`src/rtl/cache_request_arbiter_pkg.sv`:
```
// Shared definitions for the cache request arbiter.
// Contents: field widths, the flat 104-bit request layout, request-type
// encodings, poison defaults for read requests, and the fill FSM state type.
package cache_request_arbiter_pkg;

  localparam int unsigned INDEX_W  = 6;
  localparam int unsigned OFFSET_W = 4;
  localparam int unsigned TAG_W    = 22;
  localparam int unsigned WORD_W   = 32;
  localparam int unsigned TYPE_W   = 32;
  localparam int unsigned WEN_W    = 4;
  localparam int unsigned SET_W    = 3;
  localparam int unsigned REQ_W    = 104;

  localparam logic [WORD_W-1:0] WORD_POISON_DEF = 32'h0BADF00D;
  localparam logic [TAG_W-1:0]  TAG_POISON_DEF  = 22'h277BAD;

  typedef enum logic [TYPE_W-1:0] {
    REQ_READ  = 32'd0,
    REQ_WRITE = 32'd1,
    REQ_FILL  = 32'd2
  } req_type_e;

  // Field order is MSB first: index sits at [103:98], write_set at [2:0].
  typedef struct packed {
    logic [INDEX_W-1:0]  index;
    logic [OFFSET_W-1:0] block_offset;
    logic [TAG_W-1:0]    tag;
    logic [WORD_W-1:0]   write_data;
    req_type_e           request_type;
    logic                is_valid;
    logic [WEN_W-1:0]    write_enable;
    logic [SET_W-1:0]    write_set;
  } cache_request_t;

  typedef enum logic {
    FILL_IDLE = 1'b0,
    FILL_BUSY = 1'b1
  } fill_state_e;

endpackage

```
`src/rtl/cache_rr_arbiter2.sv`:
```
// Two-way round-robin arbiter between the read port (req[0]) and the write
// port (req[1]).
// Ports: clock, reset (async, active-high); req[1:0] requests; advance = the
// downstream register accepts this cycle; grant_c[1:0] one-hot combinational
// grant.
// When both request, the loser of the last contest wins. A grant to a lone
// requester is not a contest and leaves the preference alone.
module cache_rr_arbiter2 (
  input  logic       clock,
  input  logic       reset,
  input  logic [1:0] req,
  input  logic       advance,
  output logic [1:0] grant_c
);

  logic prefer_wr;

  // Grant selection
  always_comb begin
    grant_c = 2'b00;
    if (req[0] && req[1]) begin
      grant_c = prefer_wr ? 2'b10 : 2'b01;
    end else begin
      grant_c = req;
    end
  end

  // Preference flips to the loser only when a contest is actually resolved
  always_ff @(posedge clock or posedge reset) begin
    if (reset) begin
      prefer_wr <= 1'b0;
    end else if (advance && req[0] && req[1]) begin
      prefer_wr <= grant_c[0];
    end
  end

endmodule

```
`src/rtl/cache_request_arbiter.sv`:
```
// Cache request arbiter: merges the read port, the write port and (optionally)
// a 4-beat DRAM line fill into a single registered request to the cache.
// Build option: define CACHE_ARB_FILL_EN to compile in the fill FSM and the
// fill input ports; otherwise fill_busy, fill_done and fill_data_ready are 0.
// Ports:
//   clock, reset             single clock, async active-high reset
//   rd_*                     read port (valid/ready, index, offset)
//   wr_*                     write port (valid/ready, index, offset, tag, data, enable, set)
//   fill_start/index/tag/set fill launch, sampled while fill_busy=0
//   fill_data_valid/ready    fill word stream, fill_data
//   fill_busy, fill_done     fill in progress / one-cycle completion pulse
//   req_valid/req_ready      output handshake, req_data = flat cache_request_t
module cache_request_arbiter
  import cache_request_arbiter_pkg::*;
#(
  parameter logic [WORD_W-1:0] WORD_POISON = WORD_POISON_DEF,
  parameter logic [TAG_W-1:0]  TAG_POISON  = TAG_POISON_DEF
) (
  input  logic                clock,
  input  logic                reset,
  input  logic                rd_valid,
  output logic                rd_ready,
  input  logic [INDEX_W-1:0]  rd_index,
  input  logic [OFFSET_W-1:0] rd_offset,
  input  logic                wr_valid,
  output logic                wr_ready,
  input  logic [INDEX_W-1:0]  wr_index,
  input  logic [OFFSET_W-1:0] wr_offset,
  input  logic [TAG_W-1:0]    wr_tag,
  input  logic [WORD_W-1:0]   wr_data,
  input  logic [WEN_W-1:0]    wr_enable,
  input  logic [SET_W-1:0]    wr_set,
`ifdef CACHE_ARB_FILL_EN
  input  logic                fill_start,
  input  logic [INDEX_W-1:0]  fill_index,
  input  logic [TAG_W-1:0]    fill_tag,
  input  logic [SET_W-1:0]    fill_set,
  input  logic                fill_data_valid,
  input  logic [WORD_W-1:0]   fill_data,
`endif
  output logic                fill_data_ready,
  output logic                fill_busy,
  output logic                fill_done,
  output logic                req_valid,
  input  logic                req_ready,
  output logic [REQ_W-1:0]    req_data
);

  cache_request_t req_q;
  cache_request_t req_d;
  logic           can_load_c;
  logic           fill_grant_c;
  logic [1:0]     arb_req_c;
  logic [1:0]     arb_grant_c;

  // One-entry output register may load when empty or draining this cycle
  assign can_load_c = !req_valid || req_ready;

  // An active fill beat pre-empts both CPU ports
  assign arb_req_c = {wr_valid, rd_valid} & ~{2{fill_grant_c}};

  cache_rr_arbiter2 u_rr (
    .clock   (clock),
    .reset   (reset),
    .req     (arb_req_c),
    .advance (can_load_c),
    .grant_c (arb_grant_c)
  );

  assign rd_ready        = can_load_c && arb_grant_c[0];
  assign wr_ready        = can_load_c && arb_grant_c[1];
  assign fill_data_ready = can_load_c && fill_grant_c;

`ifdef CACHE_ARB_FILL_EN
  localparam int unsigned BEAT_W = 2;

  fill_state_e         state_q;
  fill_state_e         state_d;
  logic [BEAT_W-1:0]   beat_q;
  logic [BEAT_W-1:0]   beat_d;
  logic                last_held_q;
  logic                last_held_d;
  logic                fill_done_d;
  logic [INDEX_W-1:0]  fill_index_q;
  logic [TAG_W-1:0]    fill_tag_q;
  logic [SET_W-1:0]    fill_set_q;

  // Beats stop once the final beat sits in the output register
  assign fill_grant_c = (state_q == FILL_BUSY) && !last_held_q && fill_data_valid;
  assign fill_busy    = (state_q == FILL_BUSY);

  // Fill FSM state register
  always_ff @(posedge clock or posedge reset) begin
    if (reset) begin
      state_q      <= FILL_IDLE;
      beat_q       <= '0;
      last_held_q  <= 1'b0;
      fill_done    <= 1'b0;
      fill_index_q <= '0;
      fill_tag_q   <= '0;
      fill_set_q   <= '0;
    end else begin
      state_q     <= state_d;
      beat_q      <= beat_d;
      last_held_q <= last_held_d;
      fill_done   <= fill_done_d;
      if (state_q == FILL_IDLE && fill_start) begin
        fill_index_q <= fill_index;
        fill_tag_q   <= fill_tag;
        fill_set_q   <= fill_set;
      end
    end
  end

  // Fill FSM next state; completes when the last beat leaves downstream
  always_comb begin
    state_d     = state_q;
    beat_d      = beat_q;
    last_held_d = last_held_q;
    fill_done_d = 1'b0;
    case (state_q)
      FILL_IDLE: begin
        if (fill_start) begin
          state_d     = FILL_BUSY;
          beat_d      = '0;
          last_held_d = 1'b0;
        end
      end
      FILL_BUSY: begin
        if (fill_grant_c && can_load_c) begin
          beat_d = BEAT_W'(beat_q + 1'b1);
          if (beat_q == BEAT_W'(3)) begin
            last_held_d = 1'b1;
          end
        end
        if (last_held_q && req_ready) begin
          state_d     = FILL_IDLE;
          last_held_d = 1'b0;
          fill_done_d = 1'b1;
        end
      end
      default: state_d = FILL_IDLE;
    endcase
  end
`else
  assign fill_grant_c = 1'b0;
  assign fill_busy    = 1'b0;
  assign fill_done    = 1'b0;
`endif

  // Request payload for the granted source
  always_comb begin
    req_d          = '0;
    req_d.is_valid = 1'b1;
    if (arb_grant_c[1]) begin
      req_d.index        = wr_index;
      req_d.block_offset = wr_offset;
      req_d.tag          = wr_tag;
      req_d.write_data   = wr_data;
      req_d.request_type = REQ_WRITE;
      req_d.write_enable = wr_enable;
      req_d.write_set    = wr_set;
    end else begin
      req_d.index        = rd_index;
      req_d.block_offset = rd_offset;
      req_d.tag          = TAG_POISON;
      req_d.write_data   = WORD_POISON;
      req_d.request_type = REQ_READ;
      req_d.write_enable = '0;
      req_d.write_set    = '0;
    end
`ifdef CACHE_ARB_FILL_EN
    if (fill_grant_c) begin
      req_d.index        = fill_index_q;
      req_d.block_offset = OFFSET_W'({beat_q, 2'b00});
      req_d.tag          = fill_tag_q;
      req_d.write_data   = fill_data;
      req_d.request_type = REQ_FILL;
      req_d.write_enable = 4'hF;
      req_d.write_set    = fill_set_q;
    end
`endif
  end

  // Output register; payload only changes on a fresh load
  always_ff @(posedge clock or posedge reset) begin
    if (reset) begin
      req_valid <= 1'b0;
      req_q     <= '0;
    end else if (can_load_c) begin
      req_valid <= fill_grant_c || (arb_grant_c != 2'b00);
      if (fill_grant_c || (arb_grant_c != 2'b00)) begin
        req_q <= req_d;
      end
    end
  end

  assign req_data = req_q;

endmodule

```
`config.mk`:
```
export PLATFORM = sky130hd
export DESIGN_NAME = cache_request_arbiter
export DESIGN_NICKNAME = d
export VERILOG_FILES = /design/src/rtl/cache_request_arbiter_pkg.sv /design/src/rtl/cache_rr_arbiter2.sv /design/src/rtl/cache_request_arbiter.sv
export SDC_FILE = /design/constraint.sdc
export NUM_CORES = 1
export LEC_CHECK = 0
export BUFFER_PORTS_ARGS = -buffer_cell sky130_fd_sc_hd__buf_4
export CAP_MARGIN = 25
export CORE_ASPECT_RATIO = 0.75
export CORE_MARGIN = 1.5
export CORE_UTILIZATION = 35
export DETAILED_ROUTE_END_ITERATION = 10
export HOLD_SLACK_MARGIN = 0.05
export PLACE_DENSITY = 0.68
export SLEW_MARGIN = 30
export SYNTH_ARGS = -nofsm -noshare
export SYNTH_HDL_FRONTEND = slang
export SYNTH_SLANG_ARGS = --single-unit
```
`constraint.sdc`:
```
create_clock -name clock -period 5.9 [get_ports clock]
set_clock_uncertainty 0.15 [all_clocks]
set_input_delay 1.18 -clock clock [delete_from_list [all_inputs] [get_ports clock]]
set_output_delay 1.18 -clock clock [all_outputs]
set_load 0.005 [all_outputs]
```
Yosys cells after proc, flatten, opt, wreduce, memory -nomap -nowiden. Cells that the tools add are included.

Flip-flop bits (word level): 106. Input port bits: 86. Output and inout bits: 110. Logic and storage cells: 23.

Muxes and demuxes: 4. Reduce and logical (&&, ||, !) cells: 9.

Operators by type and width (number): 2-to-1 mux 96 bit (1); 2-to-1 mux 7 bit (1); logical AND 1 bit (5); 2-to-1 mux 2 bit (2); AND reduction 2 bit (1); nonzero test 2 bit (1); logical NOT 1 bit (1); logical OR 1 bit (1).

Logic depth before layout (Yosys ltp).
Depth after elaboration: 4. Mapped depth: 6. Depth with buffers taken out: 4.

By module. A second synthesis with hierarchy kept.

Cell total of the unflattened synthesis: 223. Area total of the unflattened synthesis: 3072.9 µm².

Modules (own cells, without submodules): cache_request_arbiter (times used 1, cells an instance 216, area each 3011.6 µm², seq. area each 1851.8 µm²); cache_rr_arbiter2 (times used 1, cells an instance 7, area each 61.3 µm², seq. area each 25.0 µm²).

Least setup slack after synthesis. No wires, ideal clock.

Path kind: input to output. Start: input req_ready. End: output wr_ready. Arrival: 1.805 ns. Required time: 4.570 ns. Path slack: 2.765 ns. Cell stages on the path: 5. Path buffers: 2. Cell sequence: nand2b_1 > buf_6 > nand3b_4 > inv_4 > buf_2.

Longest elaborated chain between the ends: 2.

Ends and longest elaborated chain: start: declaration (RTL line cache_request_arbiter.sv:45) `input logic req_ready,`; logical OR 1 bit (RTL line cache_request_arbiter.sv:57) `assign can_load_c = !req_valid || req_ready;`; logical AND 1 bit (RTL line cache_request_arbiter.sv:71) `assign wr_ready = can_load_c && arb_grant_c[1];`; end: declaration (RTL line cache_request_arbiter.sv:26) `output logic wr_ready,`.

Every way passes these cells.

Worst setup path in the final report. Ends and elaborated chain as after synthesis.

==> metrics.cfg <==
[detailed_routing]
route.vias.total = 2320
post-route-drc-count = 0
drt_iter0_drc = 126
ant_nets = 0
drtPass1Iterations = 4
avgRoutedWirePerCell_um = 14.29
wl_um = 7144
vias_per_cell = 4.640

[logic_synthesis]
synthAdderAreaFrac_pct = 0
synthSimpleGateAreaFrac_pct = 3.670
synth_top_family_by_area = compound AO/OA/AOI/OAI gates
syn_area_sq_um = 3068
yosysSeqAreaShare_pct = 61.17
yosysUniqueCellTypes = 24
ys_seq_elements = 75
synth_xor_area_share_pct = 0.2855
synth_compound_area_share_pct = 23.00
synth_warnings = 0
synthMuxAreaShare_pct = 0
synth_cells = 230
avgSynthCellArea_sq_um = 13.34

[grt]
grt_max_degree = 76
antenna_found_initial = 0
track_usage_pct = 15.45
globalRouteOverflowTotal = 0
grt_pass1_wl_um = 11410
grt_pass1_vias = 2238

[cells_and_area]
fillers = 762
final_cell_area_sq_um = 4559
drive_gt1_share_pct = 46.94
area_growth_pct = 48.61
final_cell_count_no_fill = 500
num_antenna_cells = 0
final_nets = 473
utilization_pct = 53.70

[timing]
fmax_ghz = 0.2382
min_period_over_period_pct = 71.15
tightest_slew_ns = 0.6629
layout_min_cycle_time_ns = 4.198
hold_viol = 0
setup_violations = 0
maxSlewHeadroom_pct = 55.65
layout_setup_ws_ns = 1.702
slew_viol_final = 0
fin_setup_tns_ns = 0
holdWs_ns = 0.3206
grt_setup_unrepaired = no

[pwr]
p_leak_nw = 2.245
combPwrFrac_pct = 21.3
p_int_mw = 1.243
p_switching_uw = 387.2
powerDensity_nw_per_um2 = 357.5
finalPower_mw = 1.630
switching_share_pct = 23.76
clockPowerShare_pct = 38.4
p_seq_share_pct = 40.3
ir_drop_mv = 0.1562

[clocking]
clkLatencyLatePin_ns = 0.32
clk_pin_slew_ns = 0.06
cts_tree = done
clockBufferDepth = 2
cts_resized = 0
postCtsSetupBuffers = 0
root_buffer = clkbuf_16
cts_sinks = 75
cts_hold_buffers = 0
htree_levels = 3
cts_inserted_buffers = 9

[setup_path]
end_kind = primary output
critical_path_arrival_ns = 2.87
crit_type = primary input to primary output
r2r_cells = 4
required_ns = 4.57
worstPathMaxFanout = 43
critPathLaunchType = primary input

[place]
post-dp-hpwl_um = 5051
port_buffers = 161
dpl-instance-area_sq_um = 4204
place_inst = 484
pre_cts_slack_ns = 1.678
routabilityCongestion = 0.7605

[floorplan]
die_x_um = 111.1
start_util_pct = 36.13
die_h_um = 84.08
coreArea_sq_um = 8491
top_level_ports = 196
rows = 29
die_area_sq_um = 9342

[outcome]
status = finished clean

[min_path]
min_path_cells = 1
min_path_type = register to register

[flow_run]
maxCapViolations = 0

Yosys cell counts:
master	instances	area share, %
a21boi_0	10	2.4
a21o_1	1	0.24
a221o_1	10	3.3
a22o_1	31	8.8
buf_1	2	0.24
buf_2	7	1.1
buf_4	37	9.1
buf_6	2	0.73
clkbuf_1	1	0.12
conb_1	1	0.12
dfrtp_1	75	61
inv_1	2	0.24
inv_4	1	0.20
nand2_1	3	0.37
nand2b_1	2	0.41
nand3_1	8	1.3
nand3b_4	1	0.65
nor2_1	1	0.12
nor2_2	1	0.20
nor2b_1	2	0.41
o21ai_0	3	0.49
o22a_1	27	7.7
or2_2	1	0.20
xnor2_1	1	0.29
path summary, 6_finish.rpt:
| path | from | to | slack, ns |
|---|---|---|---|
| setup / recovery | req_ready | wr_ready | 1.70 |
| hold / removal | req_data[7] | req_data[7] | 0.32 |
| setup reg to reg | req_valid | req_data[102] | 3.69 |
| hold reg to reg | req_data[7] | req_data[7] | 0.32 |
| max in group asynchronous | reset | req_data[53] | 4.28 |
| min in group asynchronous | reset | req_data[62] | 0.88 |
power groups by stage:
| stage | clock, mW | sequential, mW | combinational [mW] |
|---|---|---|---|
| after global placement | 0 | 0.664 | 0.346 |
| after detailed placement | 0 | 0.664 | 0.354 |
| after floorplan | 0 | 0.665 | 0.158 |
| after CTS | 0.645 | 0.658 | 0.353 |
| after global routing | 0.663 | 0.669 | 0.380 |
| final | 0.626 | 0.656 | 0.348 |
cells by family (layout without fill, tap and decap cells):
kind of cell | Yosys count | after routing
AOI/OAI and AO/OA | 82 | 82
DFF | 75 | 75
buffers and inverters | 52 | 181
and+or+nand+nor | 19 | 19
other | 1 | 34
xor gates and xnor gates | 1 | 1
layout make-up:
| class | count | area [sq um] | share of cell area (%) |
|---|---|---|---|
| Clock buffer | 10 | 239.0 | 5.241 |
| Clock inverter | 6 | 112.6 | 2.470 |
| Inverter | 3 | 13.76 | 0.3019 |
| Multi-Input combinational cell | 136 | 962.2 | 21.10 |
| Sequential cell | 75 | 1877 | 41.16 |
| Tap cell | 108 | 135.1 | 2.964 |
| Timing Repair Buffer | 162 | 1220 | 26.76 |
layout by cell type (no fill, tap or decap), types with 2 or more instances in the layout:
| cell | instances |
|---|---|
| o21ai_0 | 3 |
| a22o_1 | 31 |
| a21boi_0 | 10 |
| nor2b_1 | 2 |
| o22a_1 | 27 |
| bufinv_16 | 3 |
| conb_1 | 34 |
| buf_4 | 161 |
| dfrtp_1 | 75 |
| nand3_1 | 8 |
| a221o_1 | 10 |
| clkinv_4 | 2 |
| nand2_1 | 2 |
| nand2b_1 | 2 |
| clkbuf_16 | 9 |
worst max-delay path, cell delays in order:
cell and delay [ns]:
buf_4 0.08, nand2b_1 0.51, nand3b_4 0.39, inv_4 0.48, buf_4 0.19
sequential cells by signal (all words and copies together), names as in the netlist:
name            cells
u_rr.prefer_wr      1
req_data           73
req_valid           1
routing by layer:
layer / vias up / GRT usage (%) / wire [um]
li1: 1100 / - / -
met1: 1100 / 21.00 / 3287
met2: 118 / 22.95 / 3195
met3: 2 / 6.318 / 637
met4: 0 / 4.143 / 24
met5: - / 0 / 0
Power figures use the tool's default switching activity.
